==> config.mk <==
export PLATFORM = sky130hd
export DESIGN_NAME = uram_port_arbiter
export DESIGN_NICKNAME = d
export VERILOG_FILES = /design/src/rtl/uram_arb_pkg.sv /design/src/rtl/rr_pick.sv /design/src/rtl/uram_port_arbiter.sv
export SDC_FILE = /design/constraint.sdc
export NUM_CORES = 1
export LEC_CHECK = 0
export CORE_AREA = 2 2 243 245
export DETAILED_ROUTE_END_ITERATION = 8
export DIE_AREA = 0 0 245 247
export GPL_ROUTABILITY_DRIVEN = 0
export GPL_TIMING_DRIVEN = 1
export SYNTH_ARGS = -nofsm -noshare
export SYNTH_HDL_FRONTEND = slang
export SYNTH_SLANG_ARGS = --single-unit
==> constraint.sdc <==
create_clock -name clk -period 11.1 [get_ports clk]
set_clock_uncertainty 0.05 [all_clocks]
set_input_delay 3.33 -clock clk [delete_from_list [all_inputs] [get_ports clk]]
set_output_delay 3.33 -clock clk [all_outputs]
set_load 0.01 [all_outputs]
==> src/rtl/uram_arb_pkg.sv <==
// Shared constants, the sleep FSM state type and an index-width helper
// for the URAM port arbiter.
package uram_arb_pkg;

  localparam int URAM_BE_W = 9;
  localparam int URAM_DW   = 72;

  typedef enum logic [1:0] {
    ACTIVE = 2'd0,
    SLEEP  = 2'd1,
    WAKE   = 2'd2
  } arb_state_e;

  // Width of a requester index; never narrower than one bit.
  function automatic int idx_w(input int n);
    return (n > 1) ? $clog2(n) : 1;
  endfunction

endpackage

==> src/rtl/rr_pick.sv <==
// Round-robin priority picker: combinational one-hot pick starting at a
// registered pointer; the pointer moves past each winner and holds otherwise.
module rr_pick
  import uram_arb_pkg::*;
#(
  parameter int NUM_REQ = 4,
  localparam int IW = idx_w(NUM_REQ)
) (
  input  logic               clk,
  input  logic               rst_n,
  input  logic [NUM_REQ-1:0] req,
  input  logic               en,
  output logic [NUM_REQ-1:0] gnt,
  output logic [IW-1:0]      win_idx,
  output logic               win_any
);

  logic [IW-1:0]      ptr;
  logic [NUM_REQ-1:0] req_hi;

  // Requests at or above the pointer take precedence over wrapped ones.
  always_comb begin
    req_hi = '0;
    for (int i = 0; i < NUM_REQ; i++) begin
      req_hi[i] = req[i] && (IW'(i) >= ptr);
    end
  end

  // Lowest request in the upper window wins; otherwise lowest overall.
  always_comb begin
    win_idx = '0;
    win_any = en && (|req);
    for (int i = NUM_REQ - 1; i >= 0; i--) begin
      if (req[i]) win_idx = IW'(i);
    end
    if (|req_hi) begin
      for (int i = NUM_REQ - 1; i >= 0; i--) begin
        if (req_hi[i]) win_idx = IW'(i);
      end
    end
    gnt = '0;
    for (int i = 0; i < NUM_REQ; i++) begin
      gnt[i] = win_any && (win_idx == IW'(i));
    end
  end

  // Pointer advances to winner+1 (wrapping) and holds on idle cycles.
  always_ff @(posedge clk or negedge rst_n) begin
    if (!rst_n) begin
      ptr <= '0;
    end else if (win_any) begin
      ptr <= (win_idx == IW'(NUM_REQ - 1)) ? '0 : win_idx + 1'b1;
    end
  end

endmodule

==> src/rtl/uram_port_arbiter.sv <==
// Round-robin arbiter sharing one URAM288 port among NUM_REQ requesters.
// Grants are combinational; read responses are tagged with the requester
// index through a {valid,id} pipeline matching the URAM read latency.
// Optional build macro URAM_ARB_SLEEP_EN adds an idle-driven sleep/wake FSM.
module uram_port_arbiter
  import uram_arb_pkg::*;
#(
  parameter int NUM_REQ     = 4,
  parameter int AWIDTH      = 12,
  parameter int DWIDTH      = URAM_DW,
  parameter int MEM_LATENCY = 1,
  parameter int SLEEP_IDLE  = 64,
  parameter int WAKE_CYCLES = 2,
  localparam int IW = idx_w(NUM_REQ)
) (
  input  logic                           clk,
  input  logic                           rst_n,
  input  logic [NUM_REQ-1:0]             req,
  input  logic [NUM_REQ-1:0]             req_we,
  input  logic [NUM_REQ*URAM_BE_W-1:0]   req_be,
  input  logic [NUM_REQ*AWIDTH-1:0]      req_addr,
  input  logic [NUM_REQ*DWIDTH-1:0]      req_wdata,
  output logic [NUM_REQ-1:0]             gnt,
  output logic                           rsp_valid,
  output logic [IW-1:0]                  rsp_id,
  output logic [DWIDTH-1:0]              rsp_data,
  output logic                           mem_en,
  output logic [URAM_BE_W-1:0]           mem_we,
  output logic [AWIDTH-1:0]              mem_addr,
  output logic [DWIDTH-1:0]              mem_din,
  input  logic [DWIDTH-1:0]              mem_dout,
  output logic                           mem_sleep
);

  localparam int DEPTH = MEM_LATENCY + 1;

  logic [IW-1:0]    win_idx;
  logic             win_any;
  logic             win_we;
  logic             grant_ok;
  logic [DEPTH-1:0] tag_vld_p;
  logic [IW-1:0]    tag_id_p [DEPTH];

  rr_pick #(.NUM_REQ(NUM_REQ)) u_pick (
    .clk     (clk),
    .rst_n   (rst_n),
    .req     (req),
    .en      (grant_ok),
    .gnt     (gnt),
    .win_idx (win_idx),
    .win_any (win_any)
  );

  // Steer the winning requester's fields onto the URAM port.
  always_comb begin
    win_we   = 1'b0;
    mem_we   = '0;
    mem_addr = '0;
    mem_din  = '0;
    for (int i = 0; i < NUM_REQ; i++) begin
      if (gnt[i]) begin
        win_we   = req_we[i];
        mem_we   = req_we[i] ? req_be[i*URAM_BE_W +: URAM_BE_W] : '0;
        mem_addr = req_addr[i*AWIDTH +: AWIDTH];
        mem_din  = req_wdata[i*DWIDTH +: DWIDTH];
      end
    end
  end

  assign mem_en = win_any;

  // Tag pipeline: p0 captures the granted read, last stage meets douta.
  always_ff @(posedge clk or negedge rst_n) begin
    if (!rst_n) begin
      tag_vld_p <= '0;
      for (int s = 0; s < DEPTH; s++) tag_id_p[s] <= '0;
    end else begin
      tag_vld_p[0] <= win_any && !win_we;
      tag_id_p[0]  <= win_idx;
      for (int s = 1; s < DEPTH; s++) begin
        tag_vld_p[s] <= tag_vld_p[s-1];
        tag_id_p[s]  <= tag_id_p[s-1];
      end
    end
  end

  assign rsp_valid = tag_vld_p[DEPTH-1];
  assign rsp_id    = tag_id_p[DEPTH-1];
  assign rsp_data  = mem_dout;

`ifdef URAM_ARB_SLEEP_EN
  localparam int ICW = $clog2(SLEEP_IDLE + 1);
  localparam int WCW = $clog2(WAKE_CYCLES + 1);

  arb_state_e     state, state_nxt;
  logic [ICW-1:0] idle_cnt;
  logic [WCW-1:0] wake_cnt;
  logic           idle;

  assign idle = ~|req && ~|tag_vld_p;

  // State register.
  always_ff @(posedge clk or negedge rst_n) begin
    if (!rst_n) state <= ACTIVE;
    else        state <= state_nxt;
  end

  // Next state; the SLEEP exit cycle counts as the first blocked wake cycle.
  always_comb begin
    state_nxt = state;
    unique case (state)
      ACTIVE: if (idle && idle_cnt == ICW'(SLEEP_IDLE - 1)) state_nxt = SLEEP;
      SLEEP:  if (|req) state_nxt = (WAKE_CYCLES > 1) ? WAKE : ACTIVE;
      WAKE:   if (wake_cnt <= WCW'(1)) state_nxt = ACTIVE;
      default: state_nxt = ACTIVE;
    endcase
  end

  // Outputs: sleep drops as soon as a request appears; grants only in ACTIVE.
  always_comb begin
    grant_ok  = (state == ACTIVE);
    mem_sleep = (state == SLEEP) && ~|req;
  end

  // Idle and wake counters.
  always_ff @(posedge clk or negedge rst_n) begin
    if (!rst_n) begin
      idle_cnt <= '0;
      wake_cnt <= '0;
    end else begin
      idle_cnt <= (state == ACTIVE && idle) ? idle_cnt + 1'b1 : '0;
      if (state == SLEEP)     wake_cnt <= WCW'(WAKE_CYCLES - 1);
      else if (state == WAKE) wake_cnt <= wake_cnt - 1'b1;
    end
  end
`else
  // Sleep is compiled out; this is constant 0 for any legal configuration.
  assign grant_ok  = 1'b1;
  assign mem_sleep = (SLEEP_IDLE < 0) && (WAKE_CYCLES < 0);
`endif

endmodule

==> out/qor.yml <==
antenna_left: 0
rsz0062_at_grt: "no"
slew_viol_final: 0
crit_path_end: "mem_din[1]"
hpwl_um: 27700
vias_per_cell: 3.99
tightest_slew_ns: 1.04
rr_endpoint: "tag_vld_p[0]"
max-cap-violations: 0
cts_root_buffer: "clkbuf_16"
synth_commonest_cells: "a31oi_1 (91), nor2b_1 (86), nand3_1 (84), o41ai_1 (84), a21o_1 (82)"
critPathCaptureType: "output port"
seqCellArea_um2: 200
top_layer: "met5"
synth.avg_cell_area_um2: 6.69
peakVddDrop_uv: 134
synthArstFlopShare_pct: 100
clkPwrFrac_pct: 3.4
p_sw_uw: 851
p_seq_share_pct: 2.8
yosysUniqueCellTypes: 32
setup_tns_ns: 0
synth-main-ff-cell: "dfrtp_1"
hold_class: "reg2reg"
cts_buffer_depth: 2
hold_buffers: 0
p_total_mw: 1.81
period_minus_slack_ns: 10.77
yosysWarningCount: 0
switching_share_pct: 47.0
final.fill_count: 6549
yosys-top-cells-area: "o41ai_1 (16%), a21o_1 (14%), a31oi_1 (13%), buf_4 (13%), nor2b_1 (12%)"
cts_tree: "built"
std_cell_rows: 89
startpoint_type: "primary input"
dr.pass1.iters: 5
ctsResizeCount: 0
synth_top_area_cell: "o41ai_1"
fmax_ghz: 0.0928
period_share_pct: 97.1
multi_input_area_um2: 3390
portBuffers: 482
drtIter0Drc: 392
worst-path-max-fanout: 67
clk_pin_slew_ns: 0.04
numClockSinks: 8
post_cts_buffers: 0
cts-buffers-inserted: 3
power.density_nw_per_um2: 185
status: "completed"
antenna_found_initial: 12
htree_levels: 1
wl_met3_um: 3200
grt_overflow_total: 0
grt_max_degree: 99
synthToLayoutAreaGrowth_pct: 119
max_slew_margin_pct: 30.4
r2r_cells: 8
p_comb_share_pct: 93.8
drive_above_1_share_pct: 4.40
synth_top_area_share_pct: 16.4
ios: 628
setup_ws_ns: 0.327
coreArea_um2: 58200
via_count: 7167
synthCells: 670
crit_type: "in2out"
startpoint: "req[3]"
avgRoutedWirePerCell_um: 19.6
routed_wl_um: 35300
die_height_um: 247
clk-insertion-delay-late_ns: 0.24
grt_use_total_pct: 10.6
ys_seq_area_share_pct: 4.46
dr_wl_met2_um: 16700
cp.arrival_ns: 7.39
fp.dieW_um: 245
r2r-start: "u_pick.ptr[1]"
internal_power_uw: 959
initial_core_util_pct: 7.70
required_ns: 7.72
grt_pass1_vias: 7024
drt-met1-wl_um: 14100
ys_seq_elements: 8
pre_cts_ws_ns: 0.378
synth-edff-count: 0
layout.nets: 1483
grt_pass1_wl_um: 47700
syn_area_um2: 4480
syn_nets: 1128
die_area_um2: 60500
yosysMostFrequentCell: "a31oi_1"
r2r_slack_ns: 7.98
hold_viol_final: 0
remaining_drc_errors: 0
p_leak_nw: 3.63
finalSetupViolCount: 0
[power by group through the flow]
stage | registers (mW) | clock network [mW] | logic, mW
after global placement | 0.0491 | 0 | 1.70
after CTS | 0.0502 | 0.0623 | 1.72
after global routing | 0.0518 | 0.0629 | 1.82
after floorplan | 0.0489 | 0 | 0.831
final | 0.0506 | 0.0619 | 1.70
after detailed placement | 0.0502 | 0 | 1.71
[sequential cells by signal, summed over array words and instances (netlist names)]
name	cells
rsp_id	2
tag_id_p	2
u_pick.ptr	2
tag_vld_p	2
[cell type report]
cell class              count  share of cell area, %
inverters                   3                  0.166
clock buffers               3                  0.765
repair buffers            517                   52.6
flip-flops and latches      8                   2.04
diodes                      2                 0.0510
multi-input cells         492                   34.5
well taps                 773                   9.86
[kinds of logic (layout without fill, tap and decap cells)]
family	Yosys count	in the layout	share of synthesized area, %
AO/OA/AOI/OAI	286	286	47.6
adder cells (fa/ha/maj)	4	4	1.12
buffers and inverters	170	523	21.1
flip-flops	8	8	4.46
multiplexers	1	1	0.223
other	1	3	0.0836
AND/OR/NAND/NOR	200	200	25.3
[layout by cell type (no fill, tap or decap), drive strengths merged, types with 2 or more instances in the layout]
cell type      synthesis  final
nor2b                 86     86
a221oi                 2      2
o21ai                  3      3
o41ai                 84     84
buf                  116     35
ha                     4      4
a21o                  82     82
and2                   5      5
clkbuf                51      3
inv                    3      3
a32oi                 10     10
a31oi                 91     91
and3                   9      9
nand3                 84     84
o22ai                  9      9
nand2b                 2      2
diode                  0      2
nand2                  7      7
clkdlybuf4s50          0    482
nor2                   4      4
dfrtp                  8      8
[routing by layer]
layer	track usage, %	vias up
li1	-	3235
met1	12.6	3363
met2	18.1	469
met3	2.97	88
met4	4.11	12
met5	0	-
[critical path, stage by stage]
cell	delay, ns
clkdlybuf4s50_1	0.64
and3b_1	0.23
o21ai_0	0.24
o211a_1	0.33
ha_4	0.66
buf_12	0.35
a21o_1	0.12
a31oi_1	0.04
o41ai_1	0.73
clkdlybuf4s50_1	0.68
[worst min path at each step]
stage / start / end / slack [ns] / cells after the start
after floorplan: tag_id_p[2] / rsp_id[0] / 0.28 / 0
after global placement: tag_vld_p[0] / tag_vld_p[1] / 0.28 / 0
after detailed placement: tag_id_p[3] / rsp_id[1] / 0.29 / 0
after CTS: tag_id_p[3] / rsp_id[1] / 0.30 / 0
after global routing: tag_id_p[3] / rsp_id[1] / 0.30 / 0
final: tag_id_p[3] / rsp_id[1] / 0.30 / 0
[through the flow]
stage	instances	area [um2]	utilization, %	hold slack, ns
after floorplan	670	4480	-	0.281
after global placement	1793	9730	16.7	0.283
after detailed placement	1793	9730	16.7	0.286
after CTS	1796	9810	16.8	0.297
after global routing	1796	9810	16.8	0.301
final	1798	9810	16.8	0.295
No activity file was read; power rests on OpenSTA's default activity.
